File: src/rtl/dmem_pkg.sv
// dmem_pkg: shared widths, byte limit and FSM encoding for the data-memory access unit
package dmem_pkg;
  localparam int DMEM_ADDR_W = 11;
  localparam int DMEM_DATA_W = 32;
  localparam logic [31:0] DMEM_BYTE_LIMIT = 32'h2000;
  typedef enum logic [1:0] {
    IDLE  = 2'd0,
    ISSUE = 2'd1,
    WAIT  = 2'd2,
    RESP  = 2'd3
  } state_t;
endpackage

File: src/rtl/dmem_addr_check.sv
// dmem_addr_check: byte-to-word address conversion with misalignment and range flags
module dmem_addr_check
  import dmem_pkg::*;
#(
  parameter int ADDR_W = DMEM_ADDR_W
) (
  input  logic [31:0]       req_addr,
  output logic [ADDR_W-1:0] word_addr,
  output logic              err_mis,
  output logic              err_oor
);
  assign word_addr = req_addr[ADDR_W+1:2];
  assign err_mis   = |req_addr[1:0];
  assign err_oor   = |req_addr[31:ADDR_W+2];
endmodule

File: src/rtl/dmem_access_unit.sv
// dmem_access_unit: load/store sequencer in front of a single-port registered-read block RAM
module dmem_access_unit
  import dmem_pkg::*;
#(
  parameter int RD_LATENCY = 1,
  parameter int ADDR_W     = DMEM_ADDR_W,
  parameter int DATA_W     = DMEM_DATA_W
) (
  input  logic              clka,
  input  logic              rsta,
  input  logic              req_valid,
  output logic              req_ready,
  input  logic              req_we,
  input  logic [31:0]       req_addr,
  input  logic [DATA_W-1:0] req_wdata,
  output logic              rsp_valid,
  output logic [DATA_W-1:0] rsp_rdata,
  output logic              rsp_err,
  output logic              mem_ena,
  output logic              mem_wea,
  output logic [ADDR_W-1:0] mem_addra,
  output logic [DATA_W-1:0] mem_dina,
  input  logic [DATA_W-1:0] mem_douta
);
  state_t state, state_n;
  logic [1:0] cnt, cnt_n;
  logic [ADDR_W-1:0] word_addr, addr_n;
  logic [DATA_W-1:0] din_n, rdata_n;
  logic err_mis, err_oor, accept, ena_n, wea_n, vld_n, err_n;
  dmem_addr_check #(.ADDR_W(ADDR_W)) u_chk (
    .req_addr (req_addr),
    .word_addr(word_addr),
    .err_mis  (err_mis),
    .err_oor  (err_oor)
  );
  assign req_ready = state == IDLE;
  assign accept    = req_valid && req_ready;
  always_comb begin
    state_n = state;
    cnt_n   = cnt;
    ena_n   = mem_ena;
    wea_n   = mem_wea;
    addr_n  = mem_addra;
    din_n   = mem_dina;
    rdata_n = rsp_rdata;
    vld_n   = 1'b0;
    err_n   = 1'b0;
    case (state)
      IDLE: if (accept) begin
        if (err_mis || err_oor) begin
          state_n = RESP;
          vld_n   = 1'b1;
          err_n   = 1'b1;
          rdata_n = '0;
        end else begin
          state_n = ISSUE;
          ena_n   = 1'b1;
          wea_n   = req_we;
          addr_n  = word_addr;
          din_n   = req_wdata;
        end
      end
      ISSUE: if (mem_wea) begin
        state_n = RESP;
        ena_n   = 1'b0;
        wea_n   = 1'b0;
        vld_n   = 1'b1;
        rdata_n = '0;
      end else begin
        state_n = WAIT;
        cnt_n   = 2'(RD_LATENCY - 1);
      end
      // ena stays high while waiting so the RAM keeps presenting the same word
      WAIT: if (cnt == 2'd0) begin
        state_n = RESP;
        ena_n   = 1'b0;
        vld_n   = 1'b1;
        rdata_n = mem_douta;
      end else begin
        cnt_n = cnt - 2'd1;
      end
      default: state_n = IDLE;
    endcase
  end
  always_ff @(posedge clka) begin
    if (rsta) begin
      state     <= IDLE;
      cnt       <= '0;
      mem_ena   <= 1'b0;
      mem_wea   <= 1'b0;
      mem_addra <= '0;
      mem_dina  <= '0;
      rsp_valid <= 1'b0;
      rsp_err   <= 1'b0;
      rsp_rdata <= '0;
    end else begin
      state     <= state_n;
      cnt       <= cnt_n;
      mem_ena   <= ena_n;
      mem_wea   <= wea_n;
      mem_addra <= addr_n;
      mem_dina  <= din_n;
      rsp_valid <= vld_n;
      rsp_err   <= err_n;
      rsp_rdata <= rdata_n;
    end
  end
endmodule
File: config.mk
export PLATFORM = sky130hd
export DESIGN_NAME = dmem_access_unit
export DESIGN_NICKNAME = d
export VERILOG_FILES = /design/src/rtl/dmem_pkg.sv /design/src/rtl/dmem_addr_check.sv /design/src/rtl/dmem_access_unit.sv
export SDC_FILE = /design/constraint.sdc
export NUM_CORES = 1
export LEC_CHECK = 0
export ABC_AREA = 1
export BUFFER_PORTS_ARGS = -buffer_cell sky130_fd_sc_hd__clkbuf_2
export CAP_MARGIN = 20
export CORE_MARGIN = 2
export CORE_UTILIZATION = 41
export DETAILED_ROUTE_END_ITERATION = 10
export PLACE_DENSITY_LB_ADDON = 0.05
export SETUP_SLACK_MARGIN = 0.15
export SLEW_MARGIN = 5
export SYNTH_ARGS = -nofsm -noshare
export SYNTH_HDL_FRONTEND = slang
export SYNTH_SLANG_ARGS = --single-unit
File: constraint.sdc
create_clock -name clka -period 1.7 [get_ports clka]
set_input_delay 0.17 -clock clka [delete_from_list [all_inputs] [get_ports clka]]
set_output_delay 0.17 -clock clka [all_outputs]
set_load 0.05 [all_outputs]
==> impl_metrics.py <==
metrics = {
    "placed_design": {
        "io_buffer_count": 179,
        "hpwl_um": 6570,
        "place_inst": 768,
        "detailedPlace.worstSlack_ns": 0.000269,
        "place.gp.congestion": 0.748,
    },
    "synthesis": {
        "post_syn_instances": 502,
        "synthArstFlopShare": 0,
        "cell_area_after_technology_mapping_um2": 3650,
        "area_leader_netlist": "sky130_fd_sc_hd__dfxtp_1",
        "synth-edff-count": 0,
        "synth.avg_cell_area_um2": 7.27,
        "net_count_after_synthesis": 608,
        "post-synth-top-area-fraction": 0.455,
        "ys_dominant_reg_cell": "sky130_fd_sc_hd__dfxtp_1",
        "synth.lib_cells_used.distinct": 27,
        "synth_warnings": 0,
        "synth_sequential_area_ratio": 0.455,
        "yosys_reg_bits": 83,
        "synthTopCellsByArea": "sky130_fd_sc_hd__dfxtp_1 46%, sky130_fd_sc_hd__nor2_1 10%, sky130_fd_sc_hd__nand2_1 9.7%, sky130_fd_sc_hd__o21ai_0 5.1%, sky130_fd_sc_hd__nor3_1 4.5%",
    },
    "clock_tree": {
        "clkTransAtPathRegs_ns": 0.09,
        "tritoncts_clock_tree": "yes",
        "worst_skew_pair.late_latency_ns": 0.36,
        "number_of_buffers_inserted_during_clock_tree_synthesis": 9,
        "cts.path.max_buffers": 2,
        "htreeDepth": 3,
        "cts-hold-fix-buffers": 0,
        "cts.root.buffer_cell": "sky130_fd_sc_hd__clkbuf_8",
        "clock_sink_count": 83,
    },
    "finish": {
        "finalNetCount": 801,
        "final_cell_mix": "178 x sky130_fd_sc_hd__clkbuf_2, 93 x sky130_fd_sc_hd__nor2_1, 82 x sky130_fd_sc_hd__nand2_1, 81 x sky130_fd_sc_hd__dfxtp_1, 33 x sky130_fd_sc_hd__nor3_1",
        "n_fill_cell": 821,
        "finish.cell_count_without_fillers": 808,
        "share_of_cells_above_drive_strength_1": 0.433,
        "area_growth_pct": 49.0,
        "most_common_cell_after_layout_fill_and_taps_aside": "sky130_fd_sc_hd__clkbuf_2",
        "antenna_cells": 0,
        "fin_util": 0.627,
    },
    "sta": {
        "finalWorstSetupSlack_ns": 0.0727,
        "fin_worst_hold_slack_ns": 0.0232,
        "finClkSkew_ns": 0.0131,
        "drv_slew": 0,
        "max_freq_ghz": 0.615,
        "layout_worst_path_cycle_share": 0.957,
        "worst-slew-pin-transition_ns": 0.540,
        "period_minus_slack_ns": 1.63,
        "setup_violations": 0,
        "worst_slew_margin_rel": 0.640,
        "final_hold_viol_count": 0,
        "rsz0062_at_grt": "true",
    },
    "critical_path": {
        "setup.worst_path.end_class": "flop",
        "worst_ep_arrival_time_ns": 1.89,
        "worstSetupPathType": "flop to flop",
        "cp-start-kind": "flop",
        "critical_path.max_fanout": 8,
        "cp.required_ns": 1.96,
    },
    "routing": {
        "drt_iter0_markers": 118,
        "route.antenna.remaining_nets": 0,
        "detailedRoute.firstPassIterationCount": 4,
        "drc_errors": 0,
        "detail_route.wirelength_um": 10700,
        "dr_vias": 3879,
        "route.detailed.vias_per_inst": 4.80,
        "wl_per_cell_um": 13.3,
    },
    "grt": {
        "grt_util_all_layers": 0.209,
        "grt_overflow_total": 0,
        "first_global_vias": 3544,
        "grt_first_pass_wirelength_um": 16600,
        "maximum_number_of_pins_on_one_net_before_global_route_repair": 46,
        "grt_antenna_before_repair": 0,
    },
    "status": {
        "outcome": "finished clean",
    },
    "job": {
        "max-cap-violations": 0,
    },
    "die": {
        "die_height_um": 98.4,
        "coreArea_um2": 8680,
        "dieWidth_um": 98.4,
        "floorplan.rows": 34,
        "floorplan.initialDensity": 0.421,
        "boundaryPins": 180,
        "die_footprint_um2": 9670,
    },
    "power_and_ir_drop": {
        "power_mw": 9.89,
        "irDropWorstVdd_v": 0.00105,
        "power-per-cell-area_nw_per_um2": 1820,
        "power.static_leakage_nw": 2.75,
    },
    "min_path": {
        "hp-class": "primary input to flop",
    },
}
-- synth_stat cells (5+ instances only) --
library cell               instances
sky130_fd_sc_hd__a21oi_1          28
sky130_fd_sc_hd__buf_6             5
sky130_fd_sc_hd__clkbuf_1         22
sky130_fd_sc_hd__dfxtp_1          83
sky130_fd_sc_hd__ha_1              6
sky130_fd_sc_hd__inv_1            29
sky130_fd_sc_hd__nand2_1          94
sky130_fd_sc_hd__nand3_1          26
sky130_fd_sc_hd__nor2_1           99
sky130_fd_sc_hd__nor3_1           33
sky130_fd_sc_hd__nor3_2           10
sky130_fd_sc_hd__o21ai_0          37
sky130_fd_sc_hd__o21ai_1           8
-- flip-flops by register name, summed over array words and instances (netlist names) --
signal     cells
state          2
rsp_valid      1
mem_addra     11
rsp_err        1
cnt            2
rsp_rdata     32
mem_wea        1
mem_ena        1
mem_dina      32
-- logic make-up after synthesis --
logic type | count (synthesis) | share of synthesized area
AOI/OAI and AO/OA | 76 | 0.108
adders and majority gates | 6 | 0.0206
DFF | 83 | 0.455
buffers and inverters | 66 | 0.0836
and+or+nand+nor | 271 | 0.333
-- critical path, stage by stage (launching register included) --
cell                      delay, ns
sky130_fd_sc_hd__dfxtp_4       0.38
sky130_fd_sc_hd__buf_6         0.10
sky130_fd_sc_hd__ha_4          0.14
sky130_fd_sc_hd__inv_4         0.04
sky130_fd_sc_hd__o22ai_4       0.20
sky130_fd_sc_hd__nor3_4        0.07
sky130_fd_sc_hd__buf_12        0.16
sky130_fd_sc_hd__buf_12        0.13
sky130_fd_sc_hd__buf_16        0.13
sky130_fd_sc_hd__a21oi_1       0.14
sky130_fd_sc_hd__nor2_1        0.05
-- power breakdown --
part	internal [mW]	leakage, nW	total, mW	switching [mW]
sequential	2.42	0.677	2.69	0.273
clock	0.583	0.0855	1.37	0.791
combinational	2.24	1.99	5.82	3.59
total	5.24	2.75	9.89	4.65
-- stage by stage --
stage	cell area [µm²]	TNS, ns
detailed placement	4690	0
floorplan	3730	0
finish	5440	0
global placement	4690	0
CTS	5110	0
global route	5440	-0.0388
-- final cells by class --
class | instances | area, µm² | area share
Multi-Input combinational cell | 353 | 1890 | 0.347
Tap cell | 108 | 135 | 0.0248
Clock buffer | 10 | 138 | 0.0253
Clock inverter | 6 | 48.8 | 0.00897
Inverter | 31 | 126 | 0.0232
Sequential cell | 83 | 1670 | 0.307
Timing Repair Buffer | 217 | 1440 | 0.264
-- metal layers --
| metal | track usage | up-vias | wire length, µm |
|---|---|---|---|
| met2 | 0.352 | 112 | 5050 |
| met1 | 0.257 | 1755 | 4750 |
| met3 | 0.0651 | 10 | 760 |
| met4 | 0.0601 | 0 | 142 |
| li1 | - | 2002 | - |
| met5 | 0 | - | 0 |
-- final timing paths --
check                         from                    endpoint  slack, ns  cells past startpoint
max          state[1]$_SDFFE_PP0P_  rsp_rdata[23]$_SDFFE_PP0P_       0.07                     10
min                   req_addr[11]   mem_addra[9]$_SDFFE_PP0P_       0.02                      3
max reg2reg  state[1]$_SDFFE_PP0P_  rsp_rdata[23]$_SDFFE_PP0P_       0.07                     10
min reg2reg    cnt[1]$_SDFFE_PP0P_         cnt[1]$_SDFFE_PP0P_       0.47                      2
-- timing repair --
action | in CTS | in global routing
endpoints found under the setup margin | 33 | 80
buffers inserted | 7 | 8
gates cloned | 3 | 6
pin swaps | 10 | 16
gates resized for setup | 22 | 49
Power figures use the tool's default switching activity.
